[src/rtl/ads_bus_pkg.sv]
// Shared definitions for the serial bus master/slave port pair.
//   DEF_ADDR_WIDTH / DEF_DATA_WIDTH : default address and data widths
//   MODE_READ / MODE_WRITE          : value of the mode line for each direction
//   master_state_t                  : master port state encoding
//   max_int                         : helper for sizing shared counters
package ads_bus_pkg;

    localparam int DEF_ADDR_WIDTH = 12;
    localparam int DEF_DATA_WIDTH = 8;

    localparam logic MODE_READ  = 1'b0;
    localparam logic MODE_WRITE = 1'b1;

    typedef enum logic [2:0] {
        M_IDLE  = 3'd0,
        M_REQ   = 3'd1,
        M_ADDR  = 3'd2,
        M_GAP   = 3'd3,
        M_WDATA = 3'd4,
        M_WEND  = 3'd5,
        M_RWAIT = 3'd6,
        M_DONE  = 3'd7
    } master_state_t;

    function automatic int max_int(input int a, input int b);
        return (a > b) ? a : b;
    endfunction

endpackage

[src/rtl/master_port.sv]
// Master-side serial bus port.
// Takes one parallel read/write request from a device, requests the bus,
// shifts address (and write data) LSB-first onto mwdata, or collects read
// data one bit per svalid pulse, then reports completion on dack/derr.
//
// Ports:
//   clk, rst            clock, synchronous active-high reset
//   dvalid/dwen/daddr/dwdata   device request (sampled only while idle)
//   drdata/dready/dack/derr    device response
//   mbreq/mbgrant       arbiter handshake
//   mwdata/mmode/mvalid serial output towards the slave
//   srdata/svalid/sready/ssplit  serial input and status from the slave
//
// Every output is a register loaded from the next-state value, so outputs
// line up with the state the port is in during that cycle.
module master_port
    import ads_bus_pkg::*;
#(
    parameter int ADDR_WIDTH = DEF_ADDR_WIDTH,
    parameter int DATA_WIDTH = DEF_DATA_WIDTH,
    parameter int TIMEOUT    = 1023
) (
    input  logic                  clk,
    input  logic                  rst,
    input  logic                  dvalid,
    input  logic                  dwen,
    input  logic [ADDR_WIDTH-1:0] daddr,
    input  logic [DATA_WIDTH-1:0] dwdata,
    output logic [DATA_WIDTH-1:0] drdata,
    output logic                  dready,
    output logic                  dack,
    output logic                  derr,
    output logic                  mbreq,
    input  logic                  mbgrant,
    output logic                  mwdata,
    output logic                  mmode,
    output logic                  mvalid,
    input  logic                  srdata,
    input  logic                  svalid,
    input  logic                  sready,
    input  logic                  ssplit
);

    localparam int CNT_W = $clog2(max_int(ADDR_WIDTH, DATA_WIDTH)) + 1;
    localparam int TO_W  = $clog2(TIMEOUT + 1);

    localparam logic [CNT_W-1:0] ADDR_LAST = CNT_W'(ADDR_WIDTH - 1);
    localparam logic [CNT_W-1:0] DATA_LAST = CNT_W'(DATA_WIDTH - 1);
    localparam logic [TO_W-1:0]  TO_LAST   = TO_W'(TIMEOUT - 1);

    master_state_t state_reg, state_next;

    logic [CNT_W-1:0]      cnt_reg,    cnt_next;
    logic [TO_W-1:0]       tcnt_reg,   tcnt_next;
    logic [ADDR_WIDTH-1:0] addr_reg,   addr_next;
    logic [DATA_WIDTH-1:0] wdata_reg,  wdata_next;
    logic [DATA_WIDTH-1:0] rdata_reg,  rdata_next;
    logic                  mode_reg,   mode_next;
    logic                  err_reg,    err_next;
    logic                  mbreq_reg,  mbreq_next;

    logic [DATA_WIDTH-1:0] drdata_reg, drdata_next;
    logic                  dready_reg, dready_next;
    logic                  dack_reg,   dack_next;
    logic                  derr_reg,   derr_next;
    logic                  mwdata_reg, mwdata_next;
    logic                  mvalid_reg, mvalid_next;

    // Next-state, datapath and counter logic.
    always_comb begin
        state_next = state_reg;
        cnt_next   = cnt_reg;
        tcnt_next  = tcnt_reg;
        addr_next  = addr_reg;
        wdata_next = wdata_reg;
        rdata_next = rdata_reg;
        mode_next  = mode_reg;
        err_next   = err_reg;
        mbreq_next = mbreq_reg;

        case (state_reg)
            M_IDLE: begin
                if (dvalid) begin
                    addr_next  = daddr;
                    wdata_next = dwdata;
                    mode_next  = dwen;
                    rdata_next = '0;
                    err_next   = 1'b0;
                    mbreq_next = 1'b1;
                    state_next = M_REQ;
                end
            end
            M_REQ: begin
                if (mbgrant && sready) begin
                    cnt_next   = '0;
                    state_next = M_ADDR;
                end
            end
            M_ADDR: begin
                if (cnt_reg == ADDR_LAST) begin
                    cnt_next   = '0;
                    tcnt_next  = '0;
                    state_next = (mode_reg == MODE_WRITE) ? M_GAP : M_RWAIT;
                end else begin
                    cnt_next = cnt_reg + 1'b1;
                end
            end
            M_GAP: begin
                state_next = M_WDATA;
            end
            M_WDATA: begin
                if (cnt_reg == DATA_LAST) begin
                    cnt_next   = '0;
                    state_next = M_WEND;
                end else begin
                    cnt_next = cnt_reg + 1'b1;
                end
            end
            M_WEND: begin
                // cnt is 0 in the first WEND cycle: the slave is still
                // committing the write, so its sready is not trusted yet.
                if ((cnt_reg != '0) && sready) begin
                    state_next = M_DONE;
                end else begin
                    cnt_next = CNT_W'(1);
                end
            end
            M_RWAIT: begin
                if (ssplit) begin
                    mbreq_next = 1'b0;
                end
                // A data bit always beats an expiring timeout.
                if (svalid) begin
                    rdata_next = rdata_reg | (DATA_WIDTH'(srdata) << cnt_reg);
                    tcnt_next  = '0;
                    if (cnt_reg == DATA_LAST) begin
                        state_next = M_DONE;
                    end else begin
                        cnt_next = cnt_reg + 1'b1;
                    end
                end else if (tcnt_reg == TO_LAST) begin
                    err_next   = 1'b1;
                    state_next = M_DONE;
                end else begin
                    tcnt_next = tcnt_reg + 1'b1;
                end
            end
            M_DONE: begin
                state_next = M_IDLE;
            end
            default: begin
                state_next = M_IDLE;
            end
        endcase

        if (state_next == M_DONE) begin
            mbreq_next = 1'b0;
        end
    end

    // Output values for the cycle the port is about to enter.
    always_comb begin
        mvalid_next = (state_next == M_ADDR) || (state_next == M_WDATA);
        mwdata_next = 1'b0;
        if (state_next == M_ADDR) begin
            mwdata_next = |(addr_next & (ADDR_WIDTH'(1) << cnt_next));
        end else if (state_next == M_WDATA) begin
            mwdata_next = |(wdata_next & (DATA_WIDTH'(1) << cnt_next));
        end
        dready_next = (state_next == M_IDLE);
        dack_next   = (state_next == M_DONE);
        derr_next   = (state_next == M_DONE) && err_next;
        drdata_next = drdata_reg;
        // A timed-out read leaves the last good read data in place.
        if ((state_next == M_DONE) && (mode_reg == MODE_READ) && !err_next) begin
            drdata_next = rdata_next;
        end
    end

    always_ff @(posedge clk) begin
        if (rst) begin
            state_reg  <= M_IDLE;
            cnt_reg    <= '0;
            tcnt_reg   <= '0;
            addr_reg   <= '0;
            wdata_reg  <= '0;
            rdata_reg  <= '0;
            mode_reg   <= MODE_READ;
            err_reg    <= 1'b0;
            mbreq_reg  <= 1'b0;
            drdata_reg <= '0;
            dready_reg <= 1'b1;
            dack_reg   <= 1'b0;
            derr_reg   <= 1'b0;
            mwdata_reg <= 1'b0;
            mvalid_reg <= 1'b0;
        end else begin
            state_reg  <= state_next;
            cnt_reg    <= cnt_next;
            tcnt_reg   <= tcnt_next;
            addr_reg   <= addr_next;
            wdata_reg  <= wdata_next;
            rdata_reg  <= rdata_next;
            mode_reg   <= mode_next;
            err_reg    <= err_next;
            mbreq_reg  <= mbreq_next;
            drdata_reg <= drdata_next;
            dready_reg <= dready_next;
            dack_reg   <= dack_next;
            derr_reg   <= derr_next;
            mwdata_reg <= mwdata_next;
            mvalid_reg <= mvalid_next;
        end
    end

    assign drdata = drdata_reg;
    assign dready = dready_reg;
    assign dack   = dack_reg;
    assign derr   = derr_reg;
    assign mbreq  = mbreq_reg;
    assign mwdata = mwdata_reg;
    assign mmode  = mode_reg;
    assign mvalid = mvalid_reg;

endmodule

[config.mk]
export PLATFORM = sky130hd
export DESIGN_NAME = master_port
export DESIGN_NICKNAME = d
export VERILOG_FILES = /design/src/rtl/ads_bus_pkg.sv /design/src/rtl/master_port.sv
export SDC_FILE = /design/constraint.sdc
export NUM_CORES = 1
export LEC_CHECK = 0
export BUFFER_PORTS_ARGS = -buffer_cell sky130_fd_sc_hd__clkbuf_2
export CAP_MARGIN = 20
export CORE_ASPECT_RATIO = 0.9
export CORE_MARGIN = 3
export CORE_UTILIZATION = 38
export CTS_CLUSTER_DIAMETER = 150
export DETAILED_ROUTE_END_ITERATION = 10
export PLACE_DENSITY = 0.53
export SLEW_MARGIN = 25
export SYNTH_ARGS = -nofsm -noshare
export SYNTH_HDL_FRONTEND = slang
export SYNTH_SLANG_ARGS = --single-unit
[constraint.sdc]
create_clock -name clk -period 3.4 [get_ports clk]
set_clock_uncertainty 0.2 [all_clocks]
set_input_delay 0.68 -clock clk [delete_from_list [all_inputs] [get_ports clk]]
set_output_delay 0.68 -clock clk [all_outputs]
set_load 0.005 [all_outputs]
[Word-level counts from Yosys, hierarchy flattened]
Index checks and enable logic that the tools add are counted.
Word-level totals
  flip-flop bits (word level): 62
  latch bits: 0
  bits in writable memories: 0
  memory bits (read-only): 0
  input port bits: 29
  memories: 0
Cells by class
  $add $sub $neg: 2
  multipliers: 0
  divide/modulo/power cells: 0
  order comparisons: 0
  equal/unequal tests: 17
  shifts and indexed selects: 3
  multiplexer cells: 37
  bitwise logic cells: 4
  reduce and logical (&&, ||, !) cells: 18
Operator list (number)
  8-bit two-way mux: 4
  10-bit two-way mux: 3
  5-bit two-way mux: 6
  3-bit two-way mux: 9
  5-bit case mux with 5 select lines: 1
  12-bit two-way mux: 2
  3-bit case mux with 8 select lines: 1
  10-bit case mux with 2 select lines: 1
  3-bit equality test (second input constant): 6
  8-bit case mux with 2 select lines: 1
  12-bit AND: 1
  12-bit OR reduction: 1
  1-bit by 5-bit left shift with 12-bit output (first input constant): 1
  10-bit by 1-bit adder with 10-bit output (second input constant): 1
  10-bit equality test (second input constant): 1
  3-bit by 2-bit equality test with 1-bit output (second input constant): 3
  8-bit AND: 1
  8-bit bitwise OR: 1
  8-bit OR reduction: 1
  1-bit by 5-bit left shift with 8-bit output: 1
  1-bit by 5-bit left shift with 8-bit output (first input constant): 1
  1-bit two-way mux: 7
  3-bit logical NOT: 2
  2-bit != test (second input constant): 3
  other kinds (15): 22

[Longest topological paths before layout]
  depth in word-level cells: 9
  gate-level depth with buffers: 13

[Least setup slack after synthesis]
No wires, ideal clock.
  path kind: flip-flop to flip-flop
  from: reg cnt_reg[1]
  to: reg mwdata_reg, in the netlist mwdata
  setup time: 0.117 ns
  arrival time: 2.651 ns
  setup slack: 0.432 ns
  stages on the path, launching flop included: 14
  path buffers: 1
  clock period less this slack: 2.968 ns
  cell sequence: dfxtp_1 ha_1 and4bb_2 inv_2 ha_1 nor2_1 a31oi_1 a211oi_1 buf_6 mux4_1 mux4_2 o2bb2ai_1 nand3_1 a21oi_1
On the way
  cells in the longest elaborated chain, start to end: 9
RTL lines
  from (decl): line master_port.sv:53  | logic [CNT_W-1:0] cnt_reg, cnt_next;
  from (signal assigned): line master_port.sv:199  | cnt_reg <= cnt_next;
  5-bit by 1-bit adder with 5-bit output, or another cell as far along: line master_port.sv:105, master_port.sv:116, master_port.sv:139
  5-bit two-way mux / 1-bit logical AND (equally long branches): line master_port.sv:136, master_port.sv:122
  5-bit two-way mux (on tied branches): line master_port.sv:133, master_port.sv:122
  5-bit case mux with 5 select lines: line master_port.sv:81  | case (state_reg)
  1-bit by 5-bit left shift with 8-bit output: line master_port.sv:168  | mwdata_next = |(wdata_next & (DATA_WIDTH'(1) << cnt_next));
  8-bit AND: line master_port.sv:168
  8-bit OR reduction: line master_port.sv:168
  1-bit two-way mux: line master_port.sv:167  | end else if (state_next == M_WDATA) begin
  1-bit two-way mux (*): line master_port.sv:165  | if (state_next == M_ADDR) begin
  to (signal assigned): line master_port.sv:211  | mwdata_reg <= mwdata_next;
  to (decl): line master_port.sv:66  | logic mwdata_reg, mwdata_next;
Every way passes the cells marked *; elsewhere a longest branch is shown, timed or not.
A chain may end at the register's enable or synchronous reset.

[Worst setup path in the final report]
  from: reg cnt_reg[0]
  to: reg mwdata_reg, in the netlist mwdata
Same word-level chain as after synthesis.

==> results.py <==
metrics = {
    "outcome": {
        "run_status": "complete, no violations",
    },
    "placement": {
        "gp_congestion": 0.906,
        "hpwl_um": 5270,
        "port_buffers": 43,
        "pre_cts_ws_ns": 0.241,
        "dp.cells": 484,
    },
    "timing": {
        "fmax_mhz": 314,
        "slew_violations": 0,
        "period_minus_slack_ns": 3.19,
        "setup_viol": 0,
        "rsz0062_at_grt": "no",
        "slew_headroom_pct": 44.6,
        "hold_viol_final": 0,
        "fin_crit_sh_pct": 93.7,
        "fin_ws_ns": 0.215,
        "holdWs_ns": 0.253,
        "tns_ns": 0,
        "tightest_slew_ns": 0.824,
    },
    "global_route": {
        "globalRouteOverflowTotal": 0,
        "grt_first_pass_wirelength_um": 12100,
        "grt_pass1_vias": 2460,
        "grt.total_usage_pct": 16.6,
        "grt_max_degree": 41,
        "antenna_found_initial": 0,
    },
    "synthesis": {
        "synth_area_leaders": "dfxtp_1 40%, nand2_1 7.2%, nor2_1 5.6%",
        "ys_ff_latch": 62,
        "syn_area_per_cell_sq_um": 8.73,
        "synth_most_common_cell": "dfxtp_1",
        "synth_edf_count": 0,
        "synth_area_leader_cell": "dfxtp_1",
        "syn_area_sq_um": 3080,
        "async_flop_share_pct": 0,
        "synth_top_area_share_pct": 40.3,
        "synth_top_cells_by_count": "62 x dfxtp_1, 59 x nand2_1, 46 x nor2_1",
        "ys_warn_count": 0,
        "postSynthCellCount": 353,
        "synth_seq_area_share_pct": 40.3,
        "synth.distinct_cells": 55,
        "syn_nets": 388,
        "synth_ff_type": "dfxtp_1",
    },
    "floorplan": {
        "io_pins": 44,
        "dieArea_sq_um": 9230,
        "start_util_pct": 40.0,
        "dieHeight_um": 91.4,
        "die_x_um": 101,
        "rows": 30,
        "core-area_sq_um": 7690,
    },
    "final_layout": {
        "largest_reg_flops": 12,
        "drive_above_1_share_pct": 22.1,
        "multi_input_area_sq_um": 1690,
        "nFillCells": 771,
        "fin_nets": 434,
        "regArea_sq_um": 1240,
        "diodes": 0,
        "synthToLayoutAreaGrowth_pct": 17.6,
        "fin_cells": 499,
    },
    "drt": {
        "dr.pass1.iters": 5,
        "viasPerCell": 5.32,
        "drtIter0Drc": 150,
        "antenna_left": 0,
        "drc": 0,
        "vias": 2657,
        "wl_per_cell_um": 14.7,
        "drt-total-wl_um": 7360,
    },
    "run": {
        "drv_cap": 0,
    },
    "setup_path": {
        "crit_arrival_ns": 3.22,
        "crit_path_start_kind": "register",
        "end_kind": "register",
        "worstPathRequired_ns": 3.44,
        "slowest_stage": "mux4_2",
        "crit_chain": "ha_1 > and4bb_2 > inv_2 > ha_1 > nor2_1 > a31oi_1 > a211oi_1 > buf_4 > mux4_1 > mux4_2 > o2bb2ai_1 > nand3_1 > a21oi_1",
        "critPathMaxStageDelay_ns": 0.48,
        "r2r_slack_ns": 0.21,
        "path_max_fanout": 11,
        "cp_common_cell": "ha_1",
        "path_class": "reg -> reg",
    },
    "worst_hold_path": {
        "hold_class": "reg -> reg",
    },
    "power_and_ir_drop": {
        "p_sw_uw": 408,
        "pwr-share-seq_pct": 46.9,
        "leakage_uw": 0.00142,
        "power_frac_comb_pct": 11.8,
        "power_density_nw_per_um2": 453,
        "internal-power_uw": 1230,
        "max-vdd-ir-drop_uv": 284,
        "power_switching_share_pct": 24.9,
        "fin_total_pwr_uw": 1640,
        "clockPowerShare_pct": 41.2,
    },
    "cts": {
        "hold_buffers": 0,
        "root_buffer": "clkbuf_8",
        "cts_buffers": 9,
        "clk_latency_ns": 0.34,
        "cts_setup_buffers": 0,
        "cts_tree": "done",
        "htreeDepth": 3,
        "post_cts_resized": 0,
        "clk_path_buf_depth": 2,
        "cts_num_sinks": 62,
        "clk_pin_slew_worst_paths_ns": 0.07,
    },
}
-- worst paths after layout --
| check | start | end | cells past startpoint |
|---|---|---|---|
| max | cnt_reg[0]$_SDFF_PP0_ | mwdata$_SDFF_PP0_ | 13 |
| min | wdata_reg[4]$_SDFF_PP0_ | wdata_reg[4]$_SDFF_PP0_ | 2 |
| max reg2reg | cnt_reg[0]$_SDFF_PP0_ | mwdata$_SDFF_PP0_ | 13 |
| min reg2reg | wdata_reg[4]$_SDFF_PP0_ | wdata_reg[4]$_SDFF_PP0_ | 2 |
-- cell families after synthesis --
kind of cell / count (synthesis) / share of synthesized area [%]
XOR/XNOR: 8 / 2.27
adder cells (fa/ha/maj): 6 / 2.44
buffers and inverters: 33 / 4.75
AO/OA/AOI/OAI: 71 / 15.3
multiplexers: 14 / 9.50
AND/OR/NAND/NOR: 159 / 25.4
flip-flops: 62 / 40.3
-- power by group through the flow --
| stage | logic [uW] | registers (uW) | clock network, uW |
|---|---|---|---|
| 3_3_place_gp | 195 | 787 | 0 |
| 3_5_place_dp | 197 | 787 | 0 |
| 6_report | 195 | 770 | 677 |
| 2_1_floorplan | 144 | 777 | 0 |
| 4_1_cts | 197 | 770 | 702 |
| 5_1_grt | 217 | 774 | 728 |
-- through the flow --
step           util (%)  area [sq um]
2_1_floorplan         -          3080
3_3_place_gp       44.4          3420
3_5_place_dp       44.4          3420
4_1_cts            47.1          3620
5_1_grt            47.1          3620
6_report           47.1          3620
-- placed cells by master (no fill, tap or decap), drive strengths merged, types with 4 or more instances in the layout --
| cell | synthesis | routed |
|---|---|---|
| ha | 6 | 6 |
| inv | 11 | 11 |
| a32oi | 4 | 4 |
| clkbuf | 15 | 55 |
| a22oi | 4 | 4 |
| nor3 | 7 | 7 |
| buf | 7 | 14 |
| a21oi | 29 | 29 |
| o21ai | 5 | 5 |
| a211oi | 10 | 10 |
| nand3 | 9 | 9 |
| xor2 | 6 | 6 |
| nor2 | 46 | 46 |
| nor2b | 5 | 5 |
| dfxtp | 62 | 62 |
| a31oi | 4 | 4 |
| nand4 | 6 | 6 |
| nand2 | 59 | 59 |
| nand3b | 5 | 5 |
| mux4 | 11 | 11 |
-- layout make-up --
type / count / share of cell area [%]
sequential: 62 / 34.2
tap: 96 / 3.31
timing repair buffer: 57 / 8.84
clock buffer: 12 / 4.56
inverter: 11 / 1.14
multi-input combinational: 258 / 46.7
clock inverter: 3 / 1.17
-- routing by layer --
metal,vias up,GRT usage [%],share of wire [%]
met5,-,0,0
met2,76,25.3,46
met3,4,5.30,6.9
met1,1226,22.5,47
li1,1351,-,-
met4,0,4.32,0.69
-- worst max-delay path: cells and delay by family (launching register included) --
kind | cells | cell delay (ns)
adders and majority gates | 2 | 0.36
muxes | 2 | 0.77
and+or+nand+nor | 3 | 0.44
DFF | 1 | 0.42
AOI/OAI and AO/OA | 4 | 0.57
buffers and inverters | 2 | 0.32
No activity file was read; power rests on OpenSTA's default activity.
